File: config.mk
export PLATFORM = sky130hd
export DESIGN_NAME = seq_divider_flat
export DESIGN_NICKNAME = d
export VERILOG_FILES = /design/src/rtl/seq_divider_if.sv /design/src/rtl/seq_divider.sv /design/src/flat_wrapper.sv
export SDC_FILE = /design/constraint.sdc
export NUM_CORES = 1
export LEC_CHECK = 0
export CAP_MARGIN = 20
export CORE_MARGIN = 2
export CORE_UTILIZATION = 35
export CTS_CLUSTER_SIZE = 14
export DETAILED_ROUTE_END_ITERATION = 6
export MAX_ROUTING_LAYER = met4
export PLACE_DENSITY = 0.63
export SLEW_MARGIN = 20
export SYNTH_ARGS = -nofsm -noshare
export SYNTH_HDL_FRONTEND = slang
export SYNTH_SLANG_ARGS = --single-unit
File: constraint.sdc
create_clock -name clk -period 1.71 [get_ports clk]
set_input_delay 0.513 -clock clk [delete_from_list [all_inputs] [get_ports clk]]
set_output_delay 0.513 -clock clk [all_outputs]
set_load 0.01 [all_outputs]
File: src/rtl/seq_divider_if.sv
// Operand/result handshake bundle for the sequential divider.
// The master drives operands and result acceptance; the slave (divider) returns results.
interface seq_divider_if #(
    parameter int DW = 8,
    parameter int VW = 4
);
    logic          in_valid;
    logic          in_ready;
    logic [DW-1:0] dividend;
    logic [VW-1:0] divisor;
    logic          out_valid;
    logic          out_ready;
    logic [DW-1:0] quotient;
    logic [VW-1:0] remainder;
    logic          div_by_zero;

    modport master (
        output in_valid, dividend, divisor, out_ready,
        input  in_ready, out_valid, quotient, remainder, div_by_zero
    );

    modport slave (
        input  in_valid, dividend, divisor, out_ready,
        output in_ready, out_valid, quotient, remainder, div_by_zero
    );
endinterface

File: src/rtl/seq_divider.sv
// Multi-cycle unsigned restoring divider, one quotient bit per cycle, MSB first.
// state | meaning
// IDLE  | ready for operands; capture on in_valid
// BUSY  | one restoring step per cycle, DW steps in total
// DONE  | result presented until out_ready
module seq_divider #(
    parameter int DW = 8,
    parameter int VW = 4
) (
    input  logic         clk,
    input  logic         rst_n,
    seq_divider_if.slave bus
);
    localparam int CW = $clog2(DW + 1);

    typedef enum logic [1:0] {
        IDLE = 2'd0,
        BUSY = 2'd1,
        DONE = 2'd2
    } state_t;

    state_t        state;
    state_t        state_nxt;

    logic [CW-1:0] cnt;
    logic [DW-1:0] work;
    logic [VW-1:0] dvs;
    logic [VW-1:0] rem;

    logic [DW-1:0] quo_q;
    logic [VW-1:0] rem_q;
    logic          dbz_q;

    logic [VW:0]   partial;
    logic          take;
    logic [VW-1:0] rem_step;
    logic [DW-1:0] work_step;
    logic          last_step;

    // Dividend bits shift out of the top of work while quotient bits shift into the bottom.
    always_comb begin
        partial   = {rem, work[DW-1]};
        take      = (partial >= {1'b0, dvs});
        rem_step  = take ? (partial[VW-1:0] - dvs) : partial[VW-1:0];
        work_step = {work[DW-2:0], take};
        last_step = (cnt == CW'(1));
    end

    always_ff @(posedge clk or negedge rst_n) begin
        if (!rst_n) begin
            state <= IDLE;
        end else begin
            state <= state_nxt;
        end
    end

    always_comb begin
        state_nxt = state;
        case (state)
            IDLE: begin
                if (bus.in_valid) begin
                    state_nxt = (bus.divisor == '0) ? DONE : BUSY;
                end
            end
            BUSY: begin
                if (last_step) begin
                    state_nxt = DONE;
                end
            end
            DONE: begin
                if (bus.out_ready) begin
                    state_nxt = IDLE;
                end
            end
            default: state_nxt = IDLE;
        endcase
    end

    // Result registers load only when a new result is produced, so they hold across the handshake.
    always_ff @(posedge clk or negedge rst_n) begin
        if (!rst_n) begin
            cnt   <= '0;
            work  <= '0;
            dvs   <= '0;
            rem   <= '0;
            quo_q <= '0;
            rem_q <= '0;
            dbz_q <= 1'b0;
        end else begin
            case (state)
                IDLE: begin
                    if (bus.in_valid) begin
                        work <= bus.dividend;
                        dvs  <= bus.divisor;
                        rem  <= '0;
                        if (bus.divisor == '0) begin
                            cnt   <= '0;
                            quo_q <= '1;
                            rem_q <= '0;
                            dbz_q <= 1'b1;
                        end else begin
                            cnt <= CW'(DW);
                        end
                    end
                end
                BUSY: begin
                    work <= work_step;
                    rem  <= rem_step;
                    cnt  <= cnt - CW'(1);
                    if (last_step) begin
                        quo_q <= work_step;
                        rem_q <= rem_step;
                        dbz_q <= 1'b0;
                    end
                end
                default: begin
                end
            endcase
        end
    end

    assign bus.in_ready    = (state == IDLE);
    assign bus.out_valid   = (state == DONE);
    assign bus.quotient    = quo_q;
    assign bus.remainder   = rem_q;
    assign bus.div_by_zero = dbz_q;
endmodule

File: src/flat_wrapper.sv
// flat-port wrapper written by rule: the top's interface ports become plain ports
module seq_divider_flat 
#(
    parameter int DW = 8,
    parameter int VW = 4
)
  (clk, rst_n, bus_in_valid, bus_dividend, bus_divisor, bus_out_ready, bus_in_ready, bus_out_valid, bus_quotient, bus_remainder, bus_div_by_zero);
  seq_divider_if #(.DW(DW), .VW(VW)) bus_i ();
  input  logic clk;
  input  logic rst_n;
  input wire logic [$bits(bus_i.in_valid)-1:0] bus_in_valid;
  input wire logic [$bits(bus_i.dividend)-1:0] bus_dividend;
  input wire logic [$bits(bus_i.divisor)-1:0] bus_divisor;
  input wire logic [$bits(bus_i.out_ready)-1:0] bus_out_ready;
  output wire logic [$bits(bus_i.in_ready)-1:0] bus_in_ready;
  output wire logic [$bits(bus_i.out_valid)-1:0] bus_out_valid;
  output wire logic [$bits(bus_i.quotient)-1:0] bus_quotient;
  output wire logic [$bits(bus_i.remainder)-1:0] bus_remainder;
  output wire logic [$bits(bus_i.div_by_zero)-1:0] bus_div_by_zero;
  assign bus_i.in_valid = bus_in_valid;
  assign bus_i.dividend = bus_dividend;
  assign bus_i.divisor = bus_divisor;
  assign bus_i.out_ready = bus_out_ready;
  assign bus_in_ready = bus_i.in_ready;
  assign bus_out_valid = bus_i.out_valid;
  assign bus_quotient = bus_i.quotient;
  assign bus_remainder = bus_i.remainder;
  assign bus_div_by_zero = bus_i.div_by_zero;
  seq_divider #(.DW(DW), .VW(VW)) u_core (.clk(clk), .rst_n(rst_n), .bus(bus_i));
endmodule
Word-level counts from Yosys, hierarchy flattened
Cells that the tools add are included.

Bits in registers: 35. Input port bits: 16. Output and inout port bits: 15.

Add/sub/neg operators: 2. Magnitude comparators: 1. Eq/ne operators: 7. Muxes and demuxes: 25. Reductions and logical operators: 7.

Operators with widths (number): 2-to-1 mux 8 bit (4); one-hot mux 8 bit (2 select lines) (2); 2-to-1 mux 4 bit (7); one-hot mux 4 bit (2 select lines) (3); 2-to-1 mux 2 bit (4); one-hot mux 2 bit (3 select lines) (1); greater-or-equal comparator 5 x 4 -> 1 bit (1); equality test 4 x 1 -> 1 bit, second input constant (1); logical NOT 4 bit (1); inequality test 2 x 1 -> 1 bit, second input constant (2); inequality test 2 bit, second input constant (2); AND reduction 2 bit (2); AND reduction 4 bit (1); subtractor 4 x 1 -> 4 bit, second input constant (1); subtractor 4 bit (1); 2-to-1 mux 1 bit (3); AND reduction 3 bit (1); equality test 2 x 1 -> 1 bit, second input constant (1); equality test 2 bit, second input constant (1); logical NOT 2 bit (1); one-hot mux 1 bit (2 select lines) (1); nonzero test 2 bit (1).

Longest topological paths before layout
Gate-level depths: netlist of the first run.

Depth in word-level cells: 4. Gate-level depth with buffers: 8.

Worst setup path before layout of the first run
Ideal clock, no wire load.

Path kind: register to register. Start point: reg u_core.rem[1]. End point: reg u_core.rem_q[0] (netlist: u_core.bus.remainder[0]). Library setup time: 0.082 ns. Data arrival time: 1.739 ns. Setup slack: -0.111 ns. Cell stages (with the launch flop): 7. Path buffers: 0. Cell sequence: dfrtp_1 > ha_1 > a21oi_2 > o21ai_2 > a21boi_2 > mux2_1 > o22ai_1.

Word-level cells in the longest chain between the ends: 4.

Ends and longest elaborated chain: from (decl) (RTL line seq_divider.sv:28) `logic [VW-1:0] rem;`; from (signal assigned) (RTL line seq_divider.sv:108) `rem <= rem_step;`; greater-or-equal comparator 5 x 4 -> 1 bit (RTL line seq_divider.sv:43) `take = (partial >= {1'b0, dvs});`; 2-to-1 mux 4 bit (RTL line seq_divider.sv:44) `rem_step = take ? (partial[VW-1:0] - dvs) : partial[VW-1:0];`; 2-to-1 mux 4 bit (RTL line seq_divider.sv:110) `if (last_step) begin`; one-hot mux 4 bit (2 select lines) (RTL line seq_divider.sv:90) `case (state)`; to (signal assigned) (RTL line seq_divider.sv:112) `rem_q <= rem_step;`; to (decl) (RTL line seq_divider.sv:31) `logic [VW-1:0] rem_q;`.

No other way between the ends. The select of a mux whose other input is x is not followed. A chain may end at the register's enable or synchronous reset.

Worst setup path in the final report of the first run
Start point: reg u_core.rem[1]. End point: reg u_core.rem_q[3] (netlist: u_core.bus.remainder[3]).

Word-level cells in the longest chain between the ends: 4. Elaborated cells on any way between the ends: 5. Classes of those cells: 1 x add/sub; 1 x order compare; 3 x mux.

Ends and longest elaborated chain (RTL line): subtractor 4 bit or greater-or-equal comparator 5 x 4 -> 1 bit (tied branches) (seq_divider.sv:44, seq_divider.sv:43); 2-to-1 mux 4 bit * (seq_divider.sv:44); 2-to-1 mux 4 bit * (seq_divider.sv:110); one-hot mux 4 bit (2 select lines) * (seq_divider.sv:90).

Mark *: on every way between the ends. The rest lies on a longest branch, timed or not. The select of a mux whose other input is x is not followed.

==> results of run 1 <==
final cells by class:
class                      count  share of cell area (%)
clock inverter                 2                   2.241
multi-input combinational    118                   35.48
clock buffer                   6                   2.708
sequential                    35                   32.68
tap                           67                   3.128
inverter                      13                   1.821
timing repair buffer          61                   21.94
cells by family (layout without fill, tap and decap cells):
logic type               after synthesis  after routing  synth area share [%]
flip-flops                            35             35                 49.37
adder cells (fa/ha/maj)                7              7                 5.360
AND/OR/NAND/NOR                       55             55                 15.16
XOR/XNOR                               2              2                0.9875
buffers and inverters                 20             82                 5.289
AO/OA/AOI/OAI                         42             42                 16.78
multiplexers                          12             12                 7.052
repair_timing:
action,CTS,global route
endpoints found under the setup margin,27,25
pin swaps,7,8
gates resized for setup,34,24
buffers inserted,6,2
hold endpoints to repair,0,0
gates cloned,1,0
how the worst max path moves through the flow:
stage,endpoint
2_1_floorplan,u_core.bus.remainder[0]
3_3_place_gp,u_core.bus.quotient[3]
3_5_place_dp,u_core.bus.quotient[3]
4_1_cts,u_core.rem[1]
5_1_grt,u_core.rem[1]
6_report,u_core.bus.remainder[3]
layout by cell type, fill, tap and decap left out, types with 4 or more instances in the layout:
master / synthesis / layout
a21oi_2: 8 / 8
buf_4: 0 / 23
buf_6: 2 / 5
clkbuf_8: 0 / 5
clkdlybuf4s50_1: 0 / 11
dfrtp_1: 35 / 35
dlygate4sd2_1: 0 / 11
dlymetal6s2s_1: 0 / 6
inv_1: 13 / 9
inv_2: 0 / 4
mux2i_1: 8 / 7
nand2_1: 19 / 18
nor2_1: 20 / 20
o21ai_0: 12 / 12
worst reg2reg max path, stage by stage (launching register included):
cell and delay [ns]:
dfrtp_1 0.42, ha_4 0.26, a21oi_4 0.17, buf_6 0.12, a211o_1 0.10, o211a_1 0.19
a31oi_4 0.10, mux2_4 0.26
flip-flops by register name (all words and copies together), names as in the netlist:
| name | cells |
|---|---|
| u_core.state | 2 |
| u_core.bus.quotient | 8 |
| u_core.bus.remainder | 4 |
| u_core.bus.div_by_zero | 1 |
| u_core.rem | 4 |
| u_core.dvs | 4 |
| u_core.work | 8 |
| u_core.cnt | 4 |
stage by stage:
step | cells | setup slack (ns) | power (uW) | hold WS (ns) | cell area (sq um)
2_1_floorplan | 173 | 0.02636 | 3133 | 0.2174 | 1794
3_3_place_gp | 285 | -0.4373 | 4108 | 0.4704 | 2311
3_5_place_dp | 285 | -0.4849 | 4151 | 0.4667 | 2311
4_1_cts | 300 | -0.01109 | 5443 | 0.4831 | 2585
5_1_grt | 302 | -0.1034 | 6116 | 0.5154 | 2680
6_report | 302 | -0.03398 | 5681 | 0.4793 | 2680
report_power, final:
part	total [uW]	internal, uW	switching, uW	leakage [uW]
clock network	888	583	305	0.0000654
registers	1480	1230	257	0.000413
logic	3310	1750	1560	0.000755
total	5680	3560	2120	0.00123
metal layers:
layer / vias up / share of wire (%) / GRT usage [%]
met5: - / 0 / -
met4: 0 / 2.1 / 7.602
met3: 7 / 3.7 / 3.213
met2: 27 / 49 / 24.46
met1: 686 / 45 / 21.14
li1: 708 / - / -
==> impl_metrics.csv, run 1 <==
group,metric,value,unit
setup_path,crit_type,"flop to flop",
timing,rsz0062_at_grt,"true",
cts,h-tree-depth,2,
cells_and_area,multi_input_area,950.9,sq um
drt,viasPerCell,4.728,
setup_path,path_cells,"ha_4, a21oi_4, buf_6, a211o_1, o211a_1, a31oi_4, mux2_4",
setup_path,worstSetupEndpointType,"flop",
yosys,synthTopCellsByCount,"35 x dfrtp_1, 20 x nor2_1, 19 x nand2_1",
floorplanning,core.rowCount,25,
global_route,gr-total-overflow,0,
setup_path,rr_worst_depth,7,
global_route,grtUsageTotal,16.25,%
yosys,seq_area_frac_synth,49.37,%
placed_design,gp_congestion,0.8135,
yosys,syn-cell-area,1774,sq um
floorplanning,io_pins,31,
yosys,syn_inst,173,
yosys,yosys.cell_types.count,41,
run,maxCapViolCount,0,
global_route,grt_pass1_wl,6548,um
cells_and_area,utilization,55.64,%
setup_path,cp-startpoint,"u_core.rem[1]",
timing,final.setup_skew,0.002284,ns
setup_path,cp.depth,7,
drt,ant_nets,0,
yosys,synth_edf_count,0,
pwr,vdd_drop_max,0.8407,mV
setup_path,crit_family,"compound AO/OA/AOI/OAI gates",
yosys,ys_ff_latch,35,
drt,vias,1428,
timing,finalCritPeriodShare,102.0,%
yosys,yosys.area.top_type_share,49.37,%
cts,path_clk_slew,0.07,ns
setup_path,worst_setup_path_start_kind,"flop",
setup_path,regToRegStartpoint,"u_core.rem[1]",
yosys,synth.area.top_cells,"dfrtp_1 49%, mux2i_1 4.5%, ha_1 4.2%",
drt,post_drt_wl_per_cell,13.30,um
hold_path,whs_path_depth,1,
timing,hold_viol_final,0,
drt,route.detailed.drc,0,
floorplanning,fp.coreArea,4817,sq um
timing,setup_ws,-0.03398,ns
setup_path,cp_slowest_stage_delay,0.42,ns
drt,drtIter0Drc,48,
cells_and_area,drive_gt1_share,33.19,%
hold_path,min_to,"u_core.rem[3]",
setup_path,worstPathMaxFanout,4,
setup_path,crit_required,1.89,ns
placed_design,detailed_place_hpwl,2769,um
cells_and_area,diodes,0,
setup_path,regToRegSetupSlack,-0.03,ns
cts,cts_hold_buf,0,
yosys,postSynth.asyncResetShare,100.0,%
cts,cts_sinks,35,
cts,cts_buffers,5,
yosys,yosysMostFrequentCell,"dfrtp_1",
timing,timing.fmax,0.5734,GHz
timing,finalSetupTns,-0.04278,ns
floorplanning,die_w,75.20,um
timing,min_period,1.744,ns
cts,cts_root_buffer,"clkbuf_8",
yosys,yosysWarnings,0,
setup_path,crit_buf_inv,1,
floorplanning,die_h,75.20,um
yosys,ys.flop_type,"dfrtp_1",
yosys,avgSynthCellArea,10.26,sq um
setup_path,r2r-end,"u_core.bus.remainder[3]",
cts,cts_tree,"built",
yosys,yosys.area.top_type,"dfrtp_1",
placed_design,numPortBuffers,30,
floorplanning,die_area,5654,sq um
pwr,p_leak,0.001233,uW
cts,clkLatencyLatePin,0.29,ns
timing,worst_slew_pin_slew,0.3057,ns
setup_path,cp_slowest_cell,"dfrtp_1",
cells_and_area,fillers,451,
global_route,antenna_found_initial,0,
cells_and_area,area_growth,51.06,%
hold_path,hold_path_class,"flop to flop",
status,status,"complete, but fails checks",
yosys,syn_nets,196,
hold_path,hold_start,"u_core.rem[3]",
global_route,grt_pass1_vias,1385,
global_route,grt_max_degree,36,
cells_and_area,nNetsFinal,257,
drt,drt_wl_total,4016,um
setup_path,crit_arrival,1.92,ns
timing,slew_viol_final,0,
cells_and_area,seqCellArea,875.8,sq um
drt,dr.pass1.iters,4,
timing,setup_viol,2,
floorplanning,start_util,36.83,%
status,violations,"setup timing",
cts,clockBufferDepth,2,
pwr,power_density,2120,nW/um^2
timing,slew_headroom,79.46,%
No activity file was read; power rests on OpenSTA's default activity.
==> run 2, diff against run 1 <==
--- a/config.mk
+++ b/config.mk
@@ -6,11 +6,11 @@
 export NUM_CORES = 1
 export LEC_CHECK = 0
 export CAP_MARGIN = 20
+export CORE_ASPECT_RATIO = 0.8
 export CORE_MARGIN = 2
 export CORE_UTILIZATION = 35
 export CTS_CLUSTER_SIZE = 14
 export DETAILED_ROUTE_END_ITERATION = 6
-export MAX_ROUTING_LAYER = met4
 export PLACE_DENSITY = 0.63
 export SLEW_MARGIN = 20
 export SYNTH_ARGS = -nofsm -noshare
==> impl_metrics.csv, run 2 (same netlist as run 1, synthesis figures left out) <==
group,metric,value,unit
cells_and_area,nNetsFinal,258,
timing,finalCritPeriodShare,100.3,%
cells_and_area,final_common_cell,"dfrtp_1",
global_route,gr-total-overflow,0,
cts,cts_hold_buf,0,
status,violations,"setup timing",
drt,drtIter0Drc,35,
cts,cts_sinks,35,
hold_path,whs_path_depth,2,
cells_and_area,finalNonFillerCells,298,
placed_design,gp_congestion,0.7564,
pwr,p_leak,0.001201,uW
drt,route.detailed.drc,0,
setup_path,crit_buf_inv,1,
timing,slew_headroom,79.42,%
setup_path,cp_slowest_cell,"dfrtp_1",
cts,cts_buffers,5,
global_route,grt_max_degree,36,
setup_path,cp-startpoint,"u_core.rem[1]",
timing,setup_viol,2,
floorplanning,start_util,35.84,%
timing,timing.fmax,0.5833,GHz
hold_path,hold_start,"u_core.bus.quotient[5]",
setup_path,cp_slowest_stage_delay,0.42,ns
cts,h-tree-depth,2,
floorplanning,core.rowCount,23,
setup_path,worst_setup_path_start_kind,"flop",
placed_design,detailed_place_hpwl,2795,um
floorplanning,io_pins,31,
run,maxCapViolCount,0,
timing,rsz0062_at_grt,"true",
placed_design,placed_cells,285,
cts,cts_tree,"built",
setup_path,worstSetupEndpointType,"flop",
placed_design,place_ws,-0.4531,ns
setup_path,regToRegStartpoint,"u_core.rem[1]",
floorplanning,fp.coreArea,4950,sq um
global_route,grt_pass1_vias,1389,
setup_path,worstPathMaxFanout,4,
drt,vias,1398,
drt,post_drt_wl_per_cell,13.32,um
global_route,antenna_found_initial,0,
timing,hold_viol_final,0,
setup_path,r2r-end,"u_core.bus.remainder[3]",
pwr,power,5363,uW
cts,clockBufferDepth,2,
floorplanning,die_h,67.68,um
drt,drt_wl_total,3970,um
setup_path,crit_arrival,1.95,ns
cells_and_area,fillers,464,
hold_path,hold_path_class,"flop to flop",
setup_path,regToRegSetupSlack,-0.004,ns
timing,setup_ws,-0.004325,ns
cells_and_area,diodes,0,
setup_path,crit_required,1.94,ns
setup_path,crit_type,"flop to flop",
status,status,"complete, but fails checks",
floorplanning,die_area,5658,sq um
timing,worst_slew_pin_slew,0.3064,ns
cts,clkLatencyLatePin,0.29,ns
pwr,power_density,2039,nW/um^2
cts,cts_root_buffer,"clkbuf_8",
cells_and_area,layout_common_cells,"35 x dfrtp_1, 25 x buf_4, 19 x nor2_1",
pwr,vdd_drop_max,0.7556,mV
drt,ant_nets,0,
setup_path,path_cells,"ha_4, a21oi_4, buf_6, a211o_1, o211a_1, a31oi_2, mux2_4",
setup_path,rr_worst_depth,7,
timing,final.setup_skew,0.003154,ns
drt,viasPerCell,4.691,
cells_and_area,drive_gt1_share,32.63,%
setup_path,crit_family,"compound AO/OA/AOI/OAI gates",
drt,dr.pass1.iters,4,
timing,slew_viol_final,0,
cts,path_clk_slew,0.07,ns
placed_design,numPortBuffers,30,
global_route,grt_pass1_wl,6403,um
timing,min_period,1.714,ns
global_route,grtUsageTotal,14.70,%
cells_and_area,area_growth,48.24,%
floorplanning,die_w,83.60,um
hold_path,min_to,"u_core.bus.quotient[5]",
## run 2: cell type report
class                      count  area, sq um  area share, %
tap                           62        77.57          2.950
timing repair buffer          62        600.6          22.84
sequential                    35        875.8          33.30
inverter                      13        48.80          1.855
multi-input combinational    118        927.1          35.25
clock buffer                   8        100.1          3.806
## run 2: metal layers
metal | up-vias | global-route usage, % | share of wire (%)
li1 | 719 | - | -
met1 | 645 | 19.08 | 50
met2 | 29 | 24.00 | 45
met3 | 5 | 3.912 | 4.0
met4 | 0 | 5.444 | 1.3
met5 | - | 0 | 0
## run 2: power breakdown
part	leakage, uW	internal, uW	switching [uW]
clock	0.0000515	368	308
sequential	0.000413	1230	272
combinational	0.000737	1710	1480
## run 2: timing repair
| item | in CTS | in global routing |
|---|---|---|
| resized for setup | 26 | 19 |
| pin swaps | 9 | 5 |
| gates cloned | 0 | 1 |
| buffers inserted | 2 | 2 |
| setup endpoints to repair | 27 | 21 |
## run 2: worst max-delay path by stage
| stage | endpoint | slack [ns] | depth (start not counted) |
|---|---|---|---|
| detailed placement | u_core.bus.remainder[2] | -0.45 | 7 |
| global placement | u_core.bus.remainder[3] | -0.42 | 5 |
| global route | u_core.bus.remainder[3] | -0.08 | 7 |
| finish | u_core.bus.remainder[3] | -0.004 | 7 |
| floorplan | u_core.bus.remainder[0] | 0.03 | 6 |
| CTS | u_core.bus.remainder[2] | -0.02 | 8 |
## run 2: through the flow
stage	setup TNS (ns)	cell area [sq um]	util, %	hold slack [ns]
2_1_floorplan	0	1794	-	0.2174
3_3_place_gp	-5.404	2355	47.57	0.4678
3_5_place_dp	-6.043	2355	47.57	0.4695
4_1_cts	-0.05349	2507	50.66	0.4931
5_1_grt	-0.3196	2630	53.13	0.5150
6_report	-0.004799	2630	53.13	0.5068
## run 2: worst reg2reg max path, cell delays in order, from the launching register on
cell	delay (ns)
dfrtp_1	0.42
ha_4	0.31
a21oi_4	0.06
buf_6	0.11
a211o_1	0.27
o211a_1	0.13
a31oi_2	0.18
mux2_4	0.17
==> run 3, diff against run 2 <==
--- a/config.mk
+++ b/config.mk
@@ -8,10 +8,10 @@
 export CAP_MARGIN = 20
 export CORE_ASPECT_RATIO = 0.8
 export CORE_MARGIN = 2
-export CORE_UTILIZATION = 35
+export CORE_UTILIZATION = 47
 export CTS_CLUSTER_SIZE = 14
 export DETAILED_ROUTE_END_ITERATION = 6
-export PLACE_DENSITY = 0.63
+export PLACE_DENSITY = 0.79
 export SLEW_MARGIN = 20
 export SYNTH_ARGS = -nofsm -noshare
 export SYNTH_HDL_FRONTEND = slang
==> impl_metrics.csv, run 3 (same netlist as run 1, synthesis figures left out) <==
group,metric,value,unit
status,status,"complete, but fails checks",
run,maxCapViolCount,0,
timing,timing.fmax,0.5745,GHz
drt,drt_wl_total,4801,um
setup_path,path_cells,"clkdlybuf4s15_2, nor4_4, nand3b_4, a21oi_4, mux2_2",
drt,dr.pass1.iters,4,
setup_path,crit_family,"simple AND/OR/NAND/NOR gates",
timing,setup_viol,3,
cells_and_area,fillers,224,
floorplanning,core.rowCount,19,
setup_path,worstSetupEndpointType,"flop",
cells_and_area,area_growth,50.92,%
cells_and_area,diodes,0,
cells_and_area,finalNonFillerCells,277,
pwr,vdd_drop_max,1.390,mV
status,violations,"setup timing",
cts,cts_sinks,35,
global_route,grtUsageTotal,23.66,%
placed_design,gp_congestion,0.8434,
setup_path,rr_worst_depth,7,
global_route,grt_pass1_vias,1573,
hold_path,hold_path_class,"flop to flop",
cts,cts_root_buffer,"clkbuf_8",
hold_path,min_to,"u_core.rem[3]",
timing,final.setup_skew,0.008570,ns
cts,clockBufferDepth,2,
placed_design,numPortBuffers,30,
timing,setup_ws,-0.03074,ns
placed_design,placed_area,2305,sq um
drt,vias,1514,
drt,drtIter0Drc,69,
floorplanning,die_h,58.96,um
setup_path,cp_slowest_stage_delay,0.40,ns
drt,route.detailed.drc,0,
floorplanning,die_w,72.69,um
cells_and_area,nNetsFinal,257,
timing,slew_viol_final,0,
timing,worst_slew_pin_slew,0.5226,ns
setup_path,worst_setup_path_start_kind,"input pin",
global_route,grt_max_degree,36,
hold_path,hold_start,"u_core.rem[3]",
cts,cts_tree,"built",
pwr,power_density,2181,nW/um^2
cts,h-tree-depth,2,
floorplanning,fp.coreArea,3518,sq um
cts,clkLatencyLatePin,0.29,ns
setup_path,regToRegStartpoint,"u_core.rem[1]",
cells_and_area,layout_common_cells,"35 x dfrtp_1, 22 x buf_4, 18 x nor2_1",
setup_path,crit_type,"input pin to flop",
cells_and_area,drive_gt1_share,35.32,%
global_route,gr-total-overflow,0,
setup_path,regToRegSetupSlack,-0.02,ns
timing,finalCritPeriodShare,101.8,%
global_route,antenna_found_initial,0,
timing,hold_viol_final,0,
pwr,p_leak,0.001264,uW
setup_path,worstPathMaxFanout,5,
timing,rsz0062_at_grt,"true",
cells_and_area,multi_input_area,972.2,sq um
timing,min_period,1.741,ns
drt,viasPerCell,5.466,
setup_path,cp_slowest_cell,"nor4_4",
setup_path,crit_buf_inv,1,
placed_design,detailed_place_hpwl,3073,um
cts,cts_buffers,5,
placed_design,placed_cells,260,
global_route,grt_pass1_wl,7438,um
floorplanning,io_pins,31,
cts,path_clk_slew,0.07,ns
hold_path,whs_path_depth,1,
setup_path,crit_arrival,1.92,ns
floorplanning,start_util,50.43,%
cells_and_area,final_common_cell,"dfrtp_1",
drt,ant_nets,0,
timing,slew_headroom,65.09,%
cells_and_area,finalInstanceArea,2678,sq um
setup_path,crit_required,1.89,ns
setup_path,r2r-end,"u_core.bus.remainder[0]",
cells_and_area,seqCellArea,875.8,sq um
drt,post_drt_wl_per_cell,17.33,um
timing,finalSetupTns,-0.05729,ns
floorplanning,die_area,4285,sq um
run 3: changes by cell type in the layout (fill, tap and decap cells not counted), moves of 2 or more:
cell             change
buf_6                +2
o22ai_1              -2
o22ai_2              +2
buf_4                -3
clkdlybuf4s15_2      +2
clkdlybuf4s50_1      -2
dlygate4sd2_1        -6
dlymetal6s2s_1       +6
clkbuf_8             -2
run 3: through the flow:
stage	worst slack (ns)	total power [uW]	hold WS (ns)	util, %
2_1_floorplan	0.02636	3133	0.2174	-
3_3_place_gp	-0.3954	4108	0.4668	65.51
3_5_place_dp	-0.5444	4302	0.4735	65.51
4_1_cts	-0.01100	5365	0.4894	73.26
5_1_grt	-0.08983	6196	0.5057	76.10
6_report	-0.03074	5840	0.4903	76.10
run 3: power breakdown:
part / total [uW] / switching, uW / internal, uW
clock network: 733 / 300 / 434
logic: 3580 / 1730 / 1850
registers: 1530 / 300 / 1230
total: 5840 / 2330 / 3510
run 3: repair_timing:
item,4_1_cts,5_1_grt
gates resized for setup,32,31
buffers inserted,5,4
cloned,2,0
endpoints found under the setup margin,22,29
hold endpoints to repair,0,0
pin swaps,6,7
hold buffers,0,0
run 3: worst max path at each step:
stage	from	endpoint	slack [ns]	cells past startpoint
6_report	bus_divisor[0]	u_core.bus.remainder[3]	-0.03	5
5_1_grt	u_core.rem[1]	u_core.bus.remainder[3]	-0.09	6
4_1_cts	u_core.rem[1]	u_core.bus.remainder[0]	-0.01	7
3_5_place_dp	bus_divisor[1]	u_core.bus.remainder[2]	-0.54	7
3_3_place_gp	bus_divisor[1]	u_core.bus.remainder[1]	-0.40	7
2_1_floorplan	u_core.rem[1]	u_core.bus.remainder[0]	0.03	6
run 3: per-layer routing:
layer	GRT usage, %	wire [um]	vias up
met5	0	0	-
met4	8.730	119	0
met3	7.534	213	16
met2	40.52	2455	43
met1	28.08	2013	745
li1	-	-	710
run 3: final cells by class:
cell class / count / share of cell area (%)
Timing Repair Buffer: 61 / 22.99
Clock buffer: 5 / 2.570
Clock inverter: 3 / 1.636
Sequential cell: 35 / 32.71
Multi-Input combinational cell: 118 / 36.31
Tap cell: 42 / 1.963
Inverter: 13 / 1.822
